File: src/rtl/gpio_pkg.sv
// Shared definitions for the APB GPIO block: register word offsets
// (byte offset >> 2, matching paddr[6:2]) and the register count.
package gpio_pkg;

    localparam int GPIO_NUM_REGS = 16;

    localparam logic [4:0] GPIO_OFS_DR       = 5'h00;
    localparam logic [4:0] GPIO_OFS_DDR      = 5'h01;
    localparam logic [4:0] GPIO_OFS_SET      = 5'h02;
    localparam logic [4:0] GPIO_OFS_CLR      = 5'h03;
    localparam logic [4:0] GPIO_OFS_TGL      = 5'h04;
    localparam logic [4:0] GPIO_OFS_EXT      = 5'h05;
    localparam logic [4:0] GPIO_OFS_INTEN    = 5'h06;
    localparam logic [4:0] GPIO_OFS_INTMASK  = 5'h07;
    localparam logic [4:0] GPIO_OFS_INTTYPE  = 5'h08;
    localparam logic [4:0] GPIO_OFS_POLARITY = 5'h09;
    localparam logic [4:0] GPIO_OFS_BOTHEDGE = 5'h0A;
    localparam logic [4:0] GPIO_OFS_RAWSTAT  = 5'h0B;
    localparam logic [4:0] GPIO_OFS_INTSTAT  = 5'h0C;
    localparam logic [4:0] GPIO_OFS_EOI      = 5'h0D;
    localparam logic [4:0] GPIO_OFS_DBEN     = 5'h0E;
    localparam logic [4:0] GPIO_OFS_DBDIV    = 5'h0F;

    // True when a word offset falls inside the register map.
    function automatic logic gpio_ofs_mapped(input logic [4:0] ofs);
        return (int'(ofs) < GPIO_NUM_REGS);
    endfunction

endpackage

File: src/rtl/gpio_in_filt.sv
// Per-bit input path: 2-flop synchroniser, optional debounce filter
// (GPIO_DEBOUNCE_EN), delayed copy s_d and rise/fall pulses of the
// filtered value s.
module gpio_in_filt (
    input  logic pclk,
    input  logic presetn,
`ifdef GPIO_DEBOUNCE_EN
    input  logic tick,
    input  logic db_en,
`endif
    input  logic din,
    output logic s,
    output logic rise,
    output logic fall
);

    logic [1:0] sync_reg;
    logic       s_d_reg;

    // Two-flop synchroniser for the asynchronous pad input.
    always_ff @(posedge pclk or negedge presetn) begin
        if (!presetn) sync_reg <= '0;
        else          sync_reg <= {sync_reg[0], din};
    end

`ifdef GPIO_DEBOUNCE_EN
    logic samp_reg;
    logic filt_reg;

    // Debounce: on each tick take a sample; accept it when it matches the
    // previous tick's sample. While disabled the filter tracks the sync
    // output so enabling it later causes no spurious edge.
    always_ff @(posedge pclk or negedge presetn) begin
        if (!presetn) begin
            samp_reg <= 1'b0;
            filt_reg <= 1'b0;
        end else if (!db_en) begin
            samp_reg <= sync_reg[1];
            filt_reg <= sync_reg[1];
        end else if (tick) begin
            samp_reg <= sync_reg[1];
            if (sync_reg[1] == samp_reg) filt_reg <= sync_reg[1];
        end
    end

    assign s = db_en ? filt_reg : sync_reg[1];
`else
    assign s = sync_reg[1];
`endif

    // Previous filtered value for edge detection.
    always_ff @(posedge pclk or negedge presetn) begin
        if (!presetn) s_d_reg <= 1'b0;
        else          s_d_reg <= s;
    end

    assign rise = s & ~s_d_reg;
    assign fall = ~s & s_d_reg;

endmodule

File: src/rtl/gpio_apb_n.sv
// N-bit APB GPIO port with set/clear/toggle writes, synchronised inputs and
// per-bit level/edge/both-edge interrupts. Define GPIO_DEBOUNCE_EN to build
// the per-bit debounce filter and its shared prescaler.
module gpio_apb_n
    import gpio_pkg::*;
#(
    parameter int GPIO_W   = 8,
    parameter int DB_CNT_W = 16
) (
    input  logic              pclk,
    input  logic              presetn,
    input  logic              psel,
    input  logic              penable,
    input  logic              pwrite,
    input  logic [6:2]        paddr,
    input  logic [31:0]       pwdata,
    output logic [31:0]       prdata,
    output logic              pready,
    output logic              pslverr,
    input  logic [GPIO_W-1:0] gpio_in,
    output logic [GPIO_W-1:0] gpio_out,
    output logic [GPIO_W-1:0] gpio_oe,
    output logic [GPIO_W-1:0] gpio_intr,
    output logic              gpio_intr_flag
);

    logic [GPIO_W-1:0] dr_reg, ddr_reg, inten_reg, intmask_reg;
    logic [GPIO_W-1:0] inttype_reg, pol_reg, both_reg, edge_reg, edge_next;
    logic [GPIO_W-1:0] s_vec, rise_vec, fall_vec;
    logic [GPIO_W-1:0] edge_hit, eoi_clr, level_raw, rawstat, intstat;
    logic [GPIO_W-1:0] wdata;
    logic              wr_en;
    logic              flag_reg;
    logic [31:0]       rdata;
    logic              unused_wdata;

    assign wr_en        = psel & penable & pwrite;
    assign wdata        = pwdata[GPIO_W-1:0];
    assign unused_wdata = ^pwdata;

`ifdef GPIO_DEBOUNCE_EN
    logic [GPIO_W-1:0]   dben_reg;
    logic [DB_CNT_W-1:0] dbdiv_reg, cnt_reg;
    logic                tick;

    assign tick = (cnt_reg >= dbdiv_reg);

    // Shared prescaler: one tick every DBDIV+1 clocks.
    always_ff @(posedge pclk or negedge presetn) begin
        if (!presetn)  cnt_reg <= '0;
        else if (tick) cnt_reg <= '0;
        else           cnt_reg <= cnt_reg + 1'b1;
    end

    // Debounce configuration registers.
    always_ff @(posedge pclk or negedge presetn) begin
        if (!presetn) begin
            dben_reg  <= '0;
            dbdiv_reg <= '0;
        end else if (wr_en) begin
            if (paddr == GPIO_OFS_DBEN)  dben_reg  <= wdata;
            if (paddr == GPIO_OFS_DBDIV) dbdiv_reg <= pwdata[DB_CNT_W-1:0];
        end
    end
`else
    localparam int UNUSED_DB_W = DB_CNT_W;
`endif

    // One input filter per bit.
    for (genvar gi = 0; gi < GPIO_W; gi++) begin : g_filt
        gpio_in_filt u_filt (
            .pclk    (pclk),
            .presetn (presetn),
`ifdef GPIO_DEBOUNCE_EN
            .tick    (tick),
            .db_en   (dben_reg[gi]),
`endif
            .din     (gpio_in[gi]),
            .s       (s_vec[gi]),
            .rise    (rise_vec[gi]),
            .fall    (fall_vec[gi])
        );
    end

    // Control register file, including atomic set/clear/toggle of DR.
    always_ff @(posedge pclk or negedge presetn) begin
        if (!presetn) begin
            dr_reg      <= '0;
            ddr_reg     <= '0;
            inten_reg   <= '0;
            intmask_reg <= '0;
            inttype_reg <= '0;
            pol_reg     <= '0;
            both_reg    <= '0;
        end else if (wr_en) begin
            case (paddr)
                GPIO_OFS_DR:       dr_reg      <= wdata;
                GPIO_OFS_DDR:      ddr_reg     <= wdata;
                GPIO_OFS_SET:      dr_reg      <= dr_reg | wdata;
                GPIO_OFS_CLR:      dr_reg      <= dr_reg & ~wdata;
                GPIO_OFS_TGL:      dr_reg      <= dr_reg ^ wdata;
                GPIO_OFS_INTEN:    inten_reg   <= wdata;
                GPIO_OFS_INTMASK:  intmask_reg <= wdata;
                GPIO_OFS_INTTYPE:  inttype_reg <= wdata;
                GPIO_OFS_POLARITY: pol_reg     <= wdata;
                GPIO_OFS_BOTHEDGE: both_reg    <= wdata;
                default: ;
            endcase
        end
    end

    // Edge bits: a new edge beats a simultaneous EOI; disabling a bit clears it.
    assign edge_hit  = inttype_reg & inten_reg &
                       ((both_reg & (rise_vec | fall_vec)) |
                        (~both_reg & pol_reg & rise_vec) |
                        (~both_reg & ~pol_reg & fall_vec));
    assign eoi_clr   = (wr_en && paddr == GPIO_OFS_EOI) ? wdata : '0;
    assign edge_next = inten_reg & (edge_hit | (edge_reg & ~eoi_clr));
    assign level_raw = inten_reg & ~(s_vec ^ pol_reg);
    assign rawstat   = (inttype_reg & edge_reg) | (~inttype_reg & level_raw);
    assign intstat   = rawstat & ~intmask_reg;

    // Sticky edge status and the registered summary flag.
    always_ff @(posedge pclk or negedge presetn) begin
        if (!presetn) begin
            edge_reg <= '0;
            flag_reg <= 1'b0;
        end else begin
            edge_reg <= edge_next;
            flag_reg <= |intstat;
        end
    end

    // Combinational read mux; write-only and unmapped offsets read 0.
    always_comb begin
        rdata = '0;
        if (psel && !pwrite) begin
            case (paddr)
                GPIO_OFS_DR:       rdata = 32'(dr_reg);
                GPIO_OFS_DDR:      rdata = 32'(ddr_reg);
                GPIO_OFS_EXT:      rdata = 32'(s_vec);
                GPIO_OFS_INTEN:    rdata = 32'(inten_reg);
                GPIO_OFS_INTMASK:  rdata = 32'(intmask_reg);
                GPIO_OFS_INTTYPE:  rdata = 32'(inttype_reg);
                GPIO_OFS_POLARITY: rdata = 32'(pol_reg);
                GPIO_OFS_BOTHEDGE: rdata = 32'(both_reg);
                GPIO_OFS_RAWSTAT:  rdata = 32'(rawstat);
                GPIO_OFS_INTSTAT:  rdata = 32'(intstat);
`ifdef GPIO_DEBOUNCE_EN
                GPIO_OFS_DBEN:     rdata = 32'(dben_reg);
                GPIO_OFS_DBDIV:    rdata = 32'(dbdiv_reg);
`endif
                default:           rdata = '0;
            endcase
        end
    end

    assign prdata         = rdata;
    assign pready         = 1'b1;
    assign pslverr        = psel & penable & ~gpio_ofs_mapped(paddr);
    assign gpio_out       = dr_reg;
    assign gpio_oe        = ddr_reg;
    assign gpio_intr      = intstat;
    assign gpio_intr_flag = flag_reg;

endmodule

File: config.mk
export PLATFORM = sky130hd
export DESIGN_NAME = gpio_apb_n
export DESIGN_NICKNAME = d
export VERILOG_FILES = /design/src/rtl/gpio_pkg.sv /design/src/rtl/gpio_in_filt.sv /design/src/rtl/gpio_apb_n.sv
export SDC_FILE = /design/constraint.sdc
export NUM_CORES = 1
export LEC_CHECK = 0
export ABC_AREA = 0
export CORE_ASPECT_RATIO = 0.7
export CORE_MARGIN = 4
export CORE_UTILIZATION = 25
export DETAILED_ROUTE_END_ITERATION = 10
export SYNTH_ARGS = -nofsm -noshare
export SYNTH_HDL_FRONTEND = slang
export SYNTH_SLANG_ARGS = --single-unit
File: constraint.sdc
create_clock -name pclk -period 2.6 [get_ports pclk]
set_input_delay 0.52 -clock pclk [delete_from_list [all_inputs] [get_ports pclk]]
set_output_delay 0.52 -clock pclk [all_outputs]
set_load 0.05 [all_outputs]
Word level (Yosys, flattened, before mapping)
Cells that the tools add are included.

Bitwise logic cells: 65. Mux-type cells: 4. Reductions and logical operators: 13. $lt $le $gt $ge: 1. Equality and inequality tests: 13.

Operators with widths (count): 8-bit AND (14); 8-bit case mux with 10 select lines (1); 8-bit NOT (7); 8-bit OR (6); 8-bit case mux with 4 select lines (1); 5-bit by 4-bit == test with 1-bit output, second input constant (6); 5-bit by 3-bit == test with 1-bit output, second input constant (4); 1-bit AND (19); 1-bit NOT (17); 8-bit two-way mux (2); 8-bit bitwise XOR (2); 2-bit AND reduction (7); 5-bit by 2-bit == test with 1-bit output, second input constant (2); 8-bit OR reduction (1); 5-bit by 1-bit == test with 1-bit output, second input constant (1); 5-bit logical NOT (1); 5-bit less-than comparator, second input constant (1); 4-bit nonzero test (1); 1-bit logical AND (2); 1-bit logical NOT (1).

Input bits: 50. Flip-flop bits (word level): 89.

Longest topological paths before layout
Gate-level depths: netlist of the first run.

Word-level depth: 9. Gate-level depth with buffers: 7.

Cells and area by module
A second synthesis of the first run with hierarchy kept.

Cells, all modules: 491. Area total of the unflattened synthesis: 5086.1 um2.

Modules (own cells, without submodules): gpio_apb_n (seq. area each 1626.6 um2, cells each 451, instances 1, area an instance 4365.4 um2); gpio_in_filt (seq. area each 75.1 um2, cells each 5, instances 8, area an instance 90.1 um2).

Worst setup path before layout of the first run
Ideal clock, no wire load.

Kind: input port to output port. Start: input paddr[2] in the netlist's numbering. End: output prdata[6]. Buffers on the path: 2. Stages: 6. Data arrival time: 2432 ps. Data required time: 2080 ps. Setup slack: -352 ps. Path through: buf_2 -> or3b_2 -> buf_2 -> o21ai_0 -> nand3_1 -> a31oi_1.

Cells in the longest elaborated chain, start to end: 3.

RTL lines: start: declaration (line gpio_apb_n.sv:15) `input logic [6:2] paddr,`; 5-bit by 4-bit == test with 1-bit output, or another cell as far along (line gpio_apb_n.sv:138) `case (paddr)`; 8-bit case mux with 10 select lines (*) (line gpio_apb_n.sv:138); 8-bit two-way mux (*) (line gpio_apb_n.sv:137) `if (psel && !pwrite) begin`; end: declaration (line gpio_apb_n.sv:17) `output logic [31:0] prdata,`.

Every way passes the cells marked *; elsewhere a longest branch is shown, timed or not.

Final worst setup path of the first run
Start: input paddr[6] in the netlist's numbering. End: output prdata[1].

The elaborated chain is that of the path after synthesis.

==> flow_metrics.py, run 1 <==
metrics = {
    "power": {
        "fin_total_pwr_mw": 3.83,
        "leakagePower_nw": 3.29,
        "power.density_nw_per_um2": 519,
        "ir_worst_vdd_uv": 316,
    },
    "cells_and_area": {
        "syn_to_final_growth_pct": 38.4,
        "largest_reg_flops": 16,
        "stdcell_area_sq_um": 7380,
        "regArea_sq_um": 2230,
        "nets": 755,
        "final_common_cell": "dfrtp_1",
        "instances_no_fill": 954,
        "mostFrequentLayoutCells": "dfrtp_1 (89), buf_4 (84), nand2_1 (49)",
        "nFillCells": 2122,
        "multi_input_area_sq_um": 3020,
        "drive_gt1_frac": 0.295,
        "diodes": 0,
        "fin_util": 0.354,
    },
    "sta": {
        "drv_slew": 0,
        "fin_tns_setup_ps": 0,
        "worst_hold_slack_ps": 151,
        "relSlewSlack": 0.642,
        "setup_viol": 0,
        "fin_crit_sh": 0.985,
        "tightestPinTransition_ps": 523,
        "finalWorstSetupSlack_ps": 39.5,
        "rsz0062_at_grt": "false",
        "hold_violations": 0,
        "fmax_ghz": 0.391,
        "finClkSkew_ps": 7.58,
        "fin_crit_ps": 2560,
    },
    "critical_path": {
        "reg2reg_slack_ps": 940,
        "worstReg2RegStart": "gpio_out[1]",
        "crit_start": "paddr[6]",
        "path_max_fanout": 5,
        "critPathLaunchType": "primary input",
        "slowest_stage": "or4_4",
        "crit_type": "primary input to output port",
        "worstRegToRegCells": 6,
        "crit_end": "prdata[1]",
        "reg2reg_to": "gpio_out[1]",
        "cp_cell_sequence": "buf_2, buf_6, or4_4, nor2_4, a2111oi_4, a31oi_4, buf_12",
        "worstSetupEndpointType": "output port",
        "cp_data_arrival_time_ps": 2040,
        "required_ps": 2080,
        "cpPeakStageDelay_ps": 620,
    },
    "clocking": {
        "cts_tree": "yes",
        "clock_sinks": 89,
        "postCtsHoldBufs": 0,
        "cts_made_buffers": 9,
        "worstSkewPairLatency_ps": 350,
        "clk_pin_slew_worst_paths_ps": 70,
        "ctsRootBufferMaster": "clkbuf_16",
        "cts_max_path_buffers": 2,
        "cts_max_level": 3,
    },
    "detailed_routing": {
        "vias": 4505,
        "routed_wl_mm": 17.0,
        "routedWlPerCell_um": 17.8,
        "drtIter0Drc": 286,
        "via_per_inst": 4.72,
        "dr.pass1.iters": 6,
        "drcViolationCount": 0,
        "ant_nets": 0,
    },
    "global_routing": {
        "grt_start_max_net_pins": 39,
        "grt_antenna_before_repair": 0,
        "grt_pass1_wl_mm": 26.0,
        "grtUsageTotal": 0.143,
        "grt_overflow": 0,
        "grt_pass1_vias": 4438,
    },
    "synth": {
        "synth_largest_area_cell": "dfrtp_1",
        "async_reset_ff_frac": 1.00,
        "synth_top_area_share": 0.418,
        "synth_area_leaders": "dfrtp_1 (42%), mux2_2 (7.8%), ha_1 (7.5%)",
        "avgSynthCellArea_sq_um": 9.84,
        "yosysWarningCount": 0,
        "synth_seq_area_share": 0.418,
        "synth-edff-count": 0,
        "synth-main-ff-cell": "dfrtp_1",
        "synthesis.area_sq_um": 5330,
        "ys_ff_latch": 89,
        "synth.distinct_cells": 51,
        "synthCells": 542,
    },
    "worst_hold_path": {
        "min_path_type": "primary input to asynchronous set/reset pin",
    },
    "floorplanning": {
        "die_w_um": 183,
        "core_area_sq_um": 20900,
        "ios": 109,
        "rows": 44,
        "die_area_sq_um": 23800,
        "die_y_um": 130,
        "start_util": 0.256,
    },
    "placed_design": {
        "dpl.hpwl_mm": 12.8,
        "dpl.cell_count": 939,
        "portBuffers": 59,
        "place_congestion": 0.932,
        "dpl-instance-area_sq_um": 6850,
        "dp_slack_ps": -482,
    },
    "outcome": {
        "status": "complete, no violations",
    },
    "flow_run": {
        "drv_cap": 0,
    },
}
-- cell families (layout without fill, tap and decap cells) --
family	Yosys count	count (layout)	share of synthesized area
xor gates and xnor gates	9	9	0.0148
other	2	25	0.00141
AOI/OAI and AO/OA	124	124	0.151
buffers and inverters	90	203	0.0873
DFF	89	89	0.418
and+or+nand+nor	146	146	0.150
adders and majority gates	32	32	0.0751
muxes	50	50	0.103
-- critical path, delay by kind of cell --
family,cells,cell delay (ps)
AND/OR/NAND/NOR,2,760
AO/OA/AOI/OAI,2,320
buffers and inverters,3,430
-- metal layers --
layer	global-route usage	up-vias	wire length [um]	part of all wire
met3	0.0295	13	986	0.058
met4	0.0265	0	177	0.010
met2	0.218	147	7380	0.44
met1	0.211	2214	8410	0.50
li1	-	2131	-	-
met5	0	-	0	0
-- timing repair --
| action | in CTS | in global routing |
|---|---|---|
| endpoints found under the hold margin | 0 | 0 |
| pin swaps | 14 | 7 |
| gates cloned | 0 | 0 |
| gates resized for setup | 59 | 19 |
| endpoints found under the setup margin | 8 | 8 |
| setup buffers | 0 | 1 |
-- worst min-delay path by stage --
stage / start / depth (start not counted) / to
2_1_floorplan: presetn / 0 / both_reg[0]
3_3_place_gp: g_filt[5].u_filt.sync_reg[0] / 0 / g_filt[5].u_filt.sync_reg[1]
3_5_place_dp: g_filt[0].u_filt.sync_reg[0] / 0 / g_filt[0].u_filt.sync_reg[1]
4_1_cts: presetn / 1 / pol_reg[1]
5_1_grt: presetn / 1 / pol_reg[1]
6_report: presetn / 1 / edge_reg[3]
-- layout make-up --
| class | instances | share of cell area |
|---|---|---|
| Sequential cell | 89 | 0.302 |
| Clock inverter | 7 | 0.00831 |
| Tap cell | 276 | 0.0468 |
| Multi-Input combinational cell | 386 | 0.409 |
| Inverter | 44 | 0.0224 |
| Clock buffer | 9 | 0.0305 |
| Timing Repair Buffer | 143 | 0.181 |
-- cells in the mapped netlist, types with 8 or more instances --
cell type	number
buf_2	15
nand2b_1	11
a31oi_1	9
inv_1	44
nand2_1	50
dfrtp_1	89
nand3b_1	11
xor2_1	9
and2_1	11
buf_4	25
o21ai_0	52
a21boi_0	8
and3_1	10
mux2i_1	12
nor2_1	13
mux2_2	37
nand3_1	13
ha_1	32
-- report_power, final --
group	switching (mW)	total (mW)	internal (mW)
logic	0.548	0.887	0.339
registers	0.147	1.65	1.50
clock network	0.625	1.29	0.669
total	1.32	3.83	2.51
Power figures use the tool's default switching activity.
==> inputs of run 2 (changes only) <==
--- a/config.mk
+++ b/config.mk
@@ -5,11 +5,12 @@
 export SDC_FILE = /design/constraint.sdc
 export NUM_CORES = 1
 export LEC_CHECK = 0
-export ABC_AREA = 0
+export ABC_AREA = 1
 export CORE_ASPECT_RATIO = 0.7
 export CORE_MARGIN = 4
 export CORE_UTILIZATION = 25
 export DETAILED_ROUTE_END_ITERATION = 10
+export REMOVE_ABC_BUFFERS = 1
 export SYNTH_ARGS = -nofsm -noshare
 export SYNTH_HDL_FRONTEND = slang
 export SYNTH_SLANG_ARGS = --single-unit
==> run 2 against run 1 <==
  * Via count rose by 15%
  * Wire length rose by 1.4%
  * Power rose by 1.0%
  * Final area fell by 2.4%
  * Die area rose by 2.0%
  * Count of clock-buffer cells in the layout did not move
  * Fmax rose by 3.2%
  * Core utilization fell by 1.2 points
  * Combinational power rose by 0.5%
  * Critical endpoint is now prdata[0]
  * Highest routed layer unchanged
==> flow_metrics.py, run 2 <==
metrics = {
    "cells_and_area": {
        "mostFrequentLayoutCells": "nand2_1 (240), dfrtp_1 (89), inv_1 (64)",
        "nFillCells": 2221,
        "diodes": 0,
        "syn_to_final_growth_pct": 32.3,
        "stdcell_area_sq_um": 7210,
        "drive_gt1_frac": 0.155,
        "nets": 928,
        "fin_util": 0.342,
        "final_common_cell": "nand2_1",
        "largest_reg_flops": 16,
        "instances_no_fill": 1127,
    },
    "floorplanning": {
        "rows": 44,
        "die_w_um": 184,
        "start_util": 0.258,
        "core_area_sq_um": 21100,
        "ios": 109,
        "die_area_sq_um": 24200,
        "die_y_um": 131,
    },
    "critical_path": {
        "cp_cell_sequence": "clkbuf_2, buf_4, nor2_4, clkbuf_16, buf_8, nand3_1, nand2_1, nor2_1, nand2_1, nor2_1, nor2_1, buf_4, buf_12",
        "worstSetupEndpointType": "output port",
        "critPathLaunchType": "primary input",
        "slowest_stage": "clkbuf_16",
        "required_ps": 2080,
        "path_max_fanout": 5,
        "worstReg2RegStart": "g_filt[4].u_filt.sync_reg[1]",
        "cpMostUsedCell": "nor2_1",
        "cpPeakStageDelay_ps": 190,
        "reg2reg_slack_ps": 1220,
        "worstRegToRegCells": 8,
        "reg2reg_to": "gpio_intr_flag",
        "crit_type": "primary input to output port",
        "cp_data_arrival_time_ps": 1960,
    },
    "synth": {
        "async_reset_ff_frac": 1.00,
        "yosys-top-cells-count": "nand2_1 (240), dfrtp_1 (89), inv_1 (64)",
        "synthCells": 734,
        "synth-edff-count": 0,
        "ys_ff_latch": 89,
        "avgSynthCellArea_sq_um": 7.42,
        "synth_seq_area_share": 0.409,
        "synth-main-ff-cell": "dfrtp_1",
        "synthesis.area_sq_um": 5450,
        "yosysWarningCount": 0,
        "synth_area_leaders": "dfrtp_1 (41%), nand2_1 (17%), ha_1 (7.4%)",
        "synth.distinct_cells": 27,
        "synth_top_area_share": 0.409,
        "post-synth-top-count-cell": "nand2_1",
        "synth_largest_area_cell": "dfrtp_1",
    },
    "sta": {
        "rsz0062_at_grt": "false",
        "finalWorstSetupSlack_ps": 119,
        "fmax_ghz": 0.403,
        "fin_crit_ps": 2480,
        "tightestPinTransition_ps": 527,
        "relSlewSlack": 0.648,
        "drv_slew": 0,
        "hold_violations": 0,
        "setup_viol": 0,
        "fin_crit_sh": 0.954,
        "finClkSkew_ps": 5.58,
    },
    "global_routing": {
        "busiest_layer": "met1",
        "grt_pass1_vias": 4669,
        "gr-usage-met3": 0.0315,
        "grt_start_max_net_pins": 57,
        "grt_antenna_before_repair": 0,
        "use_met1": 0.210,
        "grtUsageTotal": 0.137,
        "grt_overflow": 0,
        "use_met2": 0.201,
        "grt_pass1_wl_mm": 26.2,
    },
    "clocking": {
        "ctsRootBufferMaster": "clkbuf_16",
        "cts_made_buffers": 9,
        "cts_max_path_buffers": 2,
        "worstSkewPairLatency_ps": 350,
        "clock_sinks": 89,
        "clk_pin_slew_worst_paths_ps": 70,
        "postCtsHoldBufs": 0,
        "cts_tree": "yes",
        "cts_max_level": 3,
    },
    "detailed_routing": {
        "drcViolationCount": 0,
        "via_per_inst": 4.59,
        "drtIter0Drc": 459,
        "routedWlPerCell_um": 15.3,
        "ant_nets": 0,
        "vias": 5170,
        "routed_wl_mm": 17.2,
        "dr.pass1.iters": 5,
    },
    "placed_design": {
        "dpl.cell_count": 1097,
        "dpl.hpwl_mm": 12.2,
        "place_congestion": 0.888,
        "dpl-instance-area_sq_um": 6670,
        "dp_slack_ps": -268,
        "portBuffers": 59,
    },
    "worst_hold_path": {
        "min_path_type": "primary input to asynchronous set/reset pin",
    },
    "power": {
        "power.density_nw_per_um2": 537,
        "leakagePower_nw": 3.63,
        "ir_worst_vdd_uv": 281,
        "fin_total_pwr_mw": 3.87,
    },
    "outcome": {
        "status": "complete, no violations",
    },
    "flow_run": {
        "drv_cap": 0,
    },
}
==> run 2: changes by cell type in the layout (fill, tap and decap cells not counted), moves of 20 or more <==
cell	change
buf_4	-30
inv_1	+20
nor2_1	+48
nand3_1	+44
nand2_1	+191
nand4_1	+26
mux2_2	-37
==> run 2: worst max path at each step <==
stage                        start   endpoint  slack (ps)  cells after the start
after floorplan           paddr[3]  prdata[0]        -280                      7
after global placement    paddr[3]  prdata[2]        -290                     11
after detailed placement  paddr[2]  prdata[2]        -270                     12
after CTS                 paddr[2]  prdata[7]          10                     14
after global routing      paddr[2]  prdata[7]          20                     14
final                     paddr[5]  prdata[0]         120                     13
==> run 2: worst max-delay path, delay by kind of cell <==
| family | cells | cell delay (ps) |
|---|---|---|
| buffers and inverters | 6 | 880 |
| AND/OR/NAND/NOR | 7 | 560 |
==> run 2: stage by stage <==
step | setup TNS [ps] | hold slack (ps)
floorplan | -2230 | 224
global placement | -1920 | 333
detailed placement | -2070 | 335
CTS | 0 | 135
global route | 0 | 154
finish | 0 | 124
==> run 2: cell type report <==
type,instances,area [sq um],share of cell area
flip-flops and latches,89,2230,0.309
clock buffers,9,225,0.0313
repair buffers,123,1310,0.181
clock inverters,7,77.6,0.0108
well taps,276,345,0.0479
inverters,78,293,0.0406
multi-input cells,545,2730,0.379
==> run 2: kinds of logic after synthesis <==
logic type / share of synthesized area
AOI/OAI and AO/OA: 0.0816
adders and majority gates: 0.0735
buffers and inverters: 0.109
DFF: 0.409
other: 0.00138
and+or+nand+nor: 0.325
==> run 2: where the power goes <==
part	switching (mW)	leakage [nW]	internal, mW
Combinational	0.591	2.33	0.300
Sequential	0.134	1.16	1.50
Clock	0.594	0.146	0.754
Total	1.32	3.63	2.55
==> run 2: per-layer routing <==
layer	wire length, um	share of wire
met1	8270	0.48
met4	138	0.0080
met5	0	0
met2	7250	0.42
met3	1530	0.089
==> run 2: what timing repair did <==
action | CTS | global route
setup buffers | 5 | 6
resized for setup | 16 | 19
cloned | 2 | 2
setup endpoints to repair | 8 | 8
pin swaps | 3 | 6
endpoints found under the hold margin | 0 | 0
==> inputs of run 3 (changes only) <==
--- a/config.mk
+++ b/config.mk
@@ -13,4 +13,5 @@
 export REMOVE_ABC_BUFFERS = 1
 export SYNTH_ARGS = -nofsm -noshare
 export SYNTH_HDL_FRONTEND = slang
+export SYNTH_HIERARCHICAL = 1
 export SYNTH_SLANG_ARGS = --single-unit
==> run 3 against run 2 <==
  * Power is 2.7% higher
  * Highest routed layer unchanged
  * Sequential share of layout area is 0.15 points lower
  * Flip-flop and latch count stayed put
  * Hold slack worse by 44 ps
==> flow_metrics.py, run 3 <==
metrics = {
    "floorplanning": {
        "core_area_sq_um": 20200,
        "die_area_sq_um": 23400,
        "die_y_um": 129,
        "start_util": 0.260,
        "die_w_um": 181,
        "ios": 109,
        "rows": 43,
    },
    "worst_hold_path": {
        "min_path_type": "primary input to asynchronous set/reset pin",
    },
    "clocking": {
        "ctsRootBufferMaster": "clkbuf_16",
        "cts_made_buffers": 9,
        "clk_pin_slew_worst_paths_ps": 60,
        "worstSkewPairLatency_ps": 340,
        "clock_sinks": 89,
        "cts_max_level": 3,
        "cts_max_path_buffers": 2,
        "cts_tree": "yes",
    },
    "critical_path": {
        "slowest_stage": "nor2_4",
        "crit_type": "primary input to output port",
        "worstReg2RegStart": "pol_reg[2]",
        "worstRegToRegCells": 8,
        "worstSetupEndpointType": "output port",
        "cp_cell_sequence": "buf_2, buf_6, nor2_4, buf_6, buf_4, buf_4, nand4_1, nand2_1, nor2_1, nand2_1, nor2_1, nor2_2, buf_12",
        "required_ps": 2080,
        "cpPeakStageDelay_ps": 190,
        "cp_data_arrival_time_ps": 2050,
        "path_max_fanout": 5,
        "critPathLaunchType": "primary input",
        "reg2reg_to": "gpio_intr_flag",
        "reg2reg_slack_ps": 1250,
    },
    "sta": {
        "worst_hold_slack_ps": 80.6,
        "fin_crit_ps": 2570,
        "hold_violations": 0,
        "tightestPinTransition_ps": 556,
        "fin_crit_sh": 0.989,
        "relSlewSlack": 0.628,
        "fmax_ghz": 0.389,
        "setup_viol": 0,
        "finClkSkew_ps": 5.43,
        "drv_slew": 0,
    },
    "placed_design": {
        "place_congestion": 0.863,
        "dpl.hpwl_mm": 12.2,
        "dpl-instance-area_sq_um": 6580,
        "portBuffers": 59,
        "dpl.cell_count": 1105,
    },
    "cells_and_area": {
        "multi_input_area_sq_um": 2600,
        "final_common_cell": "nand2_1",
        "diodes": 0,
        "syn_to_final_growth_pct": 38.3,
        "drive_gt1_frac": 0.176,
        "nFillCells": 2102,
        "stdcell_area_sq_um": 7240,
        "instances_no_fill": 1136,
        "nets": 927,
        "mostFrequentLayoutCells": "nand2_1 (202), dfrtp_1 (89), inv_1 (88)",
        "regArea_sq_um": 2230,
        "largest_reg_flops": 16,
    },
    "global_routing": {
        "grtUsageTotal": 0.143,
        "grt_pass1_vias": 4907,
        "grt_overflow": 0,
        "grt_start_max_net_pins": 47,
        "grt_pass1_wl_mm": 26.5,
        "grt_antenna_before_repair": 0,
    },
    "synth": {
        "synth_area_leaders": "dfrtp_1 (43%), nand2_1 (15%), o21ai_0 (7.6%)",
        "synth_largest_area_cell": "dfrtp_1",
        "synth_seq_area_share": 0.425,
        "synthCells": 735,
        "avgSynthCellArea_sq_um": 7.12,
        "synth-edff-count": 0,
        "synth-main-ff-cell": "dfrtp_1",
        "synth_top_area_share": 0.425,
        "yosys-top-cells-count": "nand2_1 (210), inv_1 (90), dfrtp_1 (89)",
        "async_reset_ff_frac": 1.00,
        "post-synth-top-count-cell": "nand2_1",
        "synth.distinct_cells": 22,
        "ys_ff_latch": 89,
        "synthesis.area_sq_um": 5240,
        "yosysWarningCount": 6,
    },
    "outcome": {
        "status": "complete, no violations",
    },
    "detailed_routing": {
        "vias": 5193,
        "via_per_inst": 4.57,
        "drtIter0Drc": 597,
        "dr.pass1.iters": 6,
        "routedWlPerCell_um": 15.0,
        "routed_wl_mm": 17.1,
        "drcViolationCount": 0,
        "ant_nets": 0,
    },
    "power": {
        "power.density_nw_per_um2": 549,
        "ir_worst_vdd_uv": 295,
        "fin_total_pwr_mw": 3.97,
        "leakagePower_nw": 3.74,
    },
    "flow_run": {
        "drv_cap": 0,
    },
}
run 3: routing by layer:
layer  share of wire  GRT usage  up-vias  routed length (um)
met3           0.089     0.0303       26                1520
met2            0.45      0.230      204                7660
li1                -          -     2564                   -
met1            0.44      0.199     2399                7570
met4           0.019     0.0318        0                 319
met5               0          0        -                   0
run 3: power breakdown:
part | internal [mW] | switching [mW] | leakage [nW]
combinational | 0.302 | 0.598 | 2.41
sequential | 1.50 | 0.133 | 1.16
clock | 0.891 | 0.552 | 0.162
total | 2.69 | 1.28 | 3.74
run 3: cell type report:
type	instances	area share
clock buffer	11	0.0349
clock inverter	5	0.0107
inverter	90	0.0479
multi-input combinational	529	0.359
sequential	89	0.308
tap	270	0.0467
timing repair buffer	142	0.194
run 3: cells by family (layout without fill, tap and decap cells):
group	count (synthesis)	count (layout)	synth area share
AOI/OAI and AO/OA	89	89	0.0851
adders and majority gates	16	16	0.0382
buffers and inverters	140	248	0.121
DFF	89	89	0.425
other	2	25	0.00143
and+or+nand+nor	399	399	0.329
run 3: worst max-delay path by stage:
| stage | slack (ps) | from | endpoint |
|---|---|---|---|
| 5_1_grt | -50 | paddr[6] | prdata[0] |
| 3_3_place_gp | -440 | paddr[2] | prdata[1] |
| 4_1_cts | -10 | paddr[2] | prdata[1] |
| 6_report | 30 | paddr[6] | prdata[5] |
| 3_5_place_dp | -430 | paddr[2] | prdata[1] |
| 2_1_floorplan | -480 | paddr[5] | prdata[1] |
run 3: critical path: cells and delay by family:
kind / cells / cell delay [ps]
buf+inv: 6 / 850
simple gates: 7 / 680
run 3: timing repair:
action / CTS / global route
endpoints found under the setup margin: 12 / 10
buffers inserted: 13 / 3
pin swaps: 14 / 19
gates resized for setup: 50 / 28
gates cloned: 1 / 0
hold buffers: 0 / 0
run 3: per-stage QoR:
stage	setup WS [ps]	setup TNS, ps	utilization
after floorplan	-480	-3280	-
after global placement	-443	-3290	0.326
after detailed placement	-427	-3200	0.326
after CTS	-11.8	-14.0	0.355
after global routing	-45.8	-174	0.359
final	27.6	0	0.359
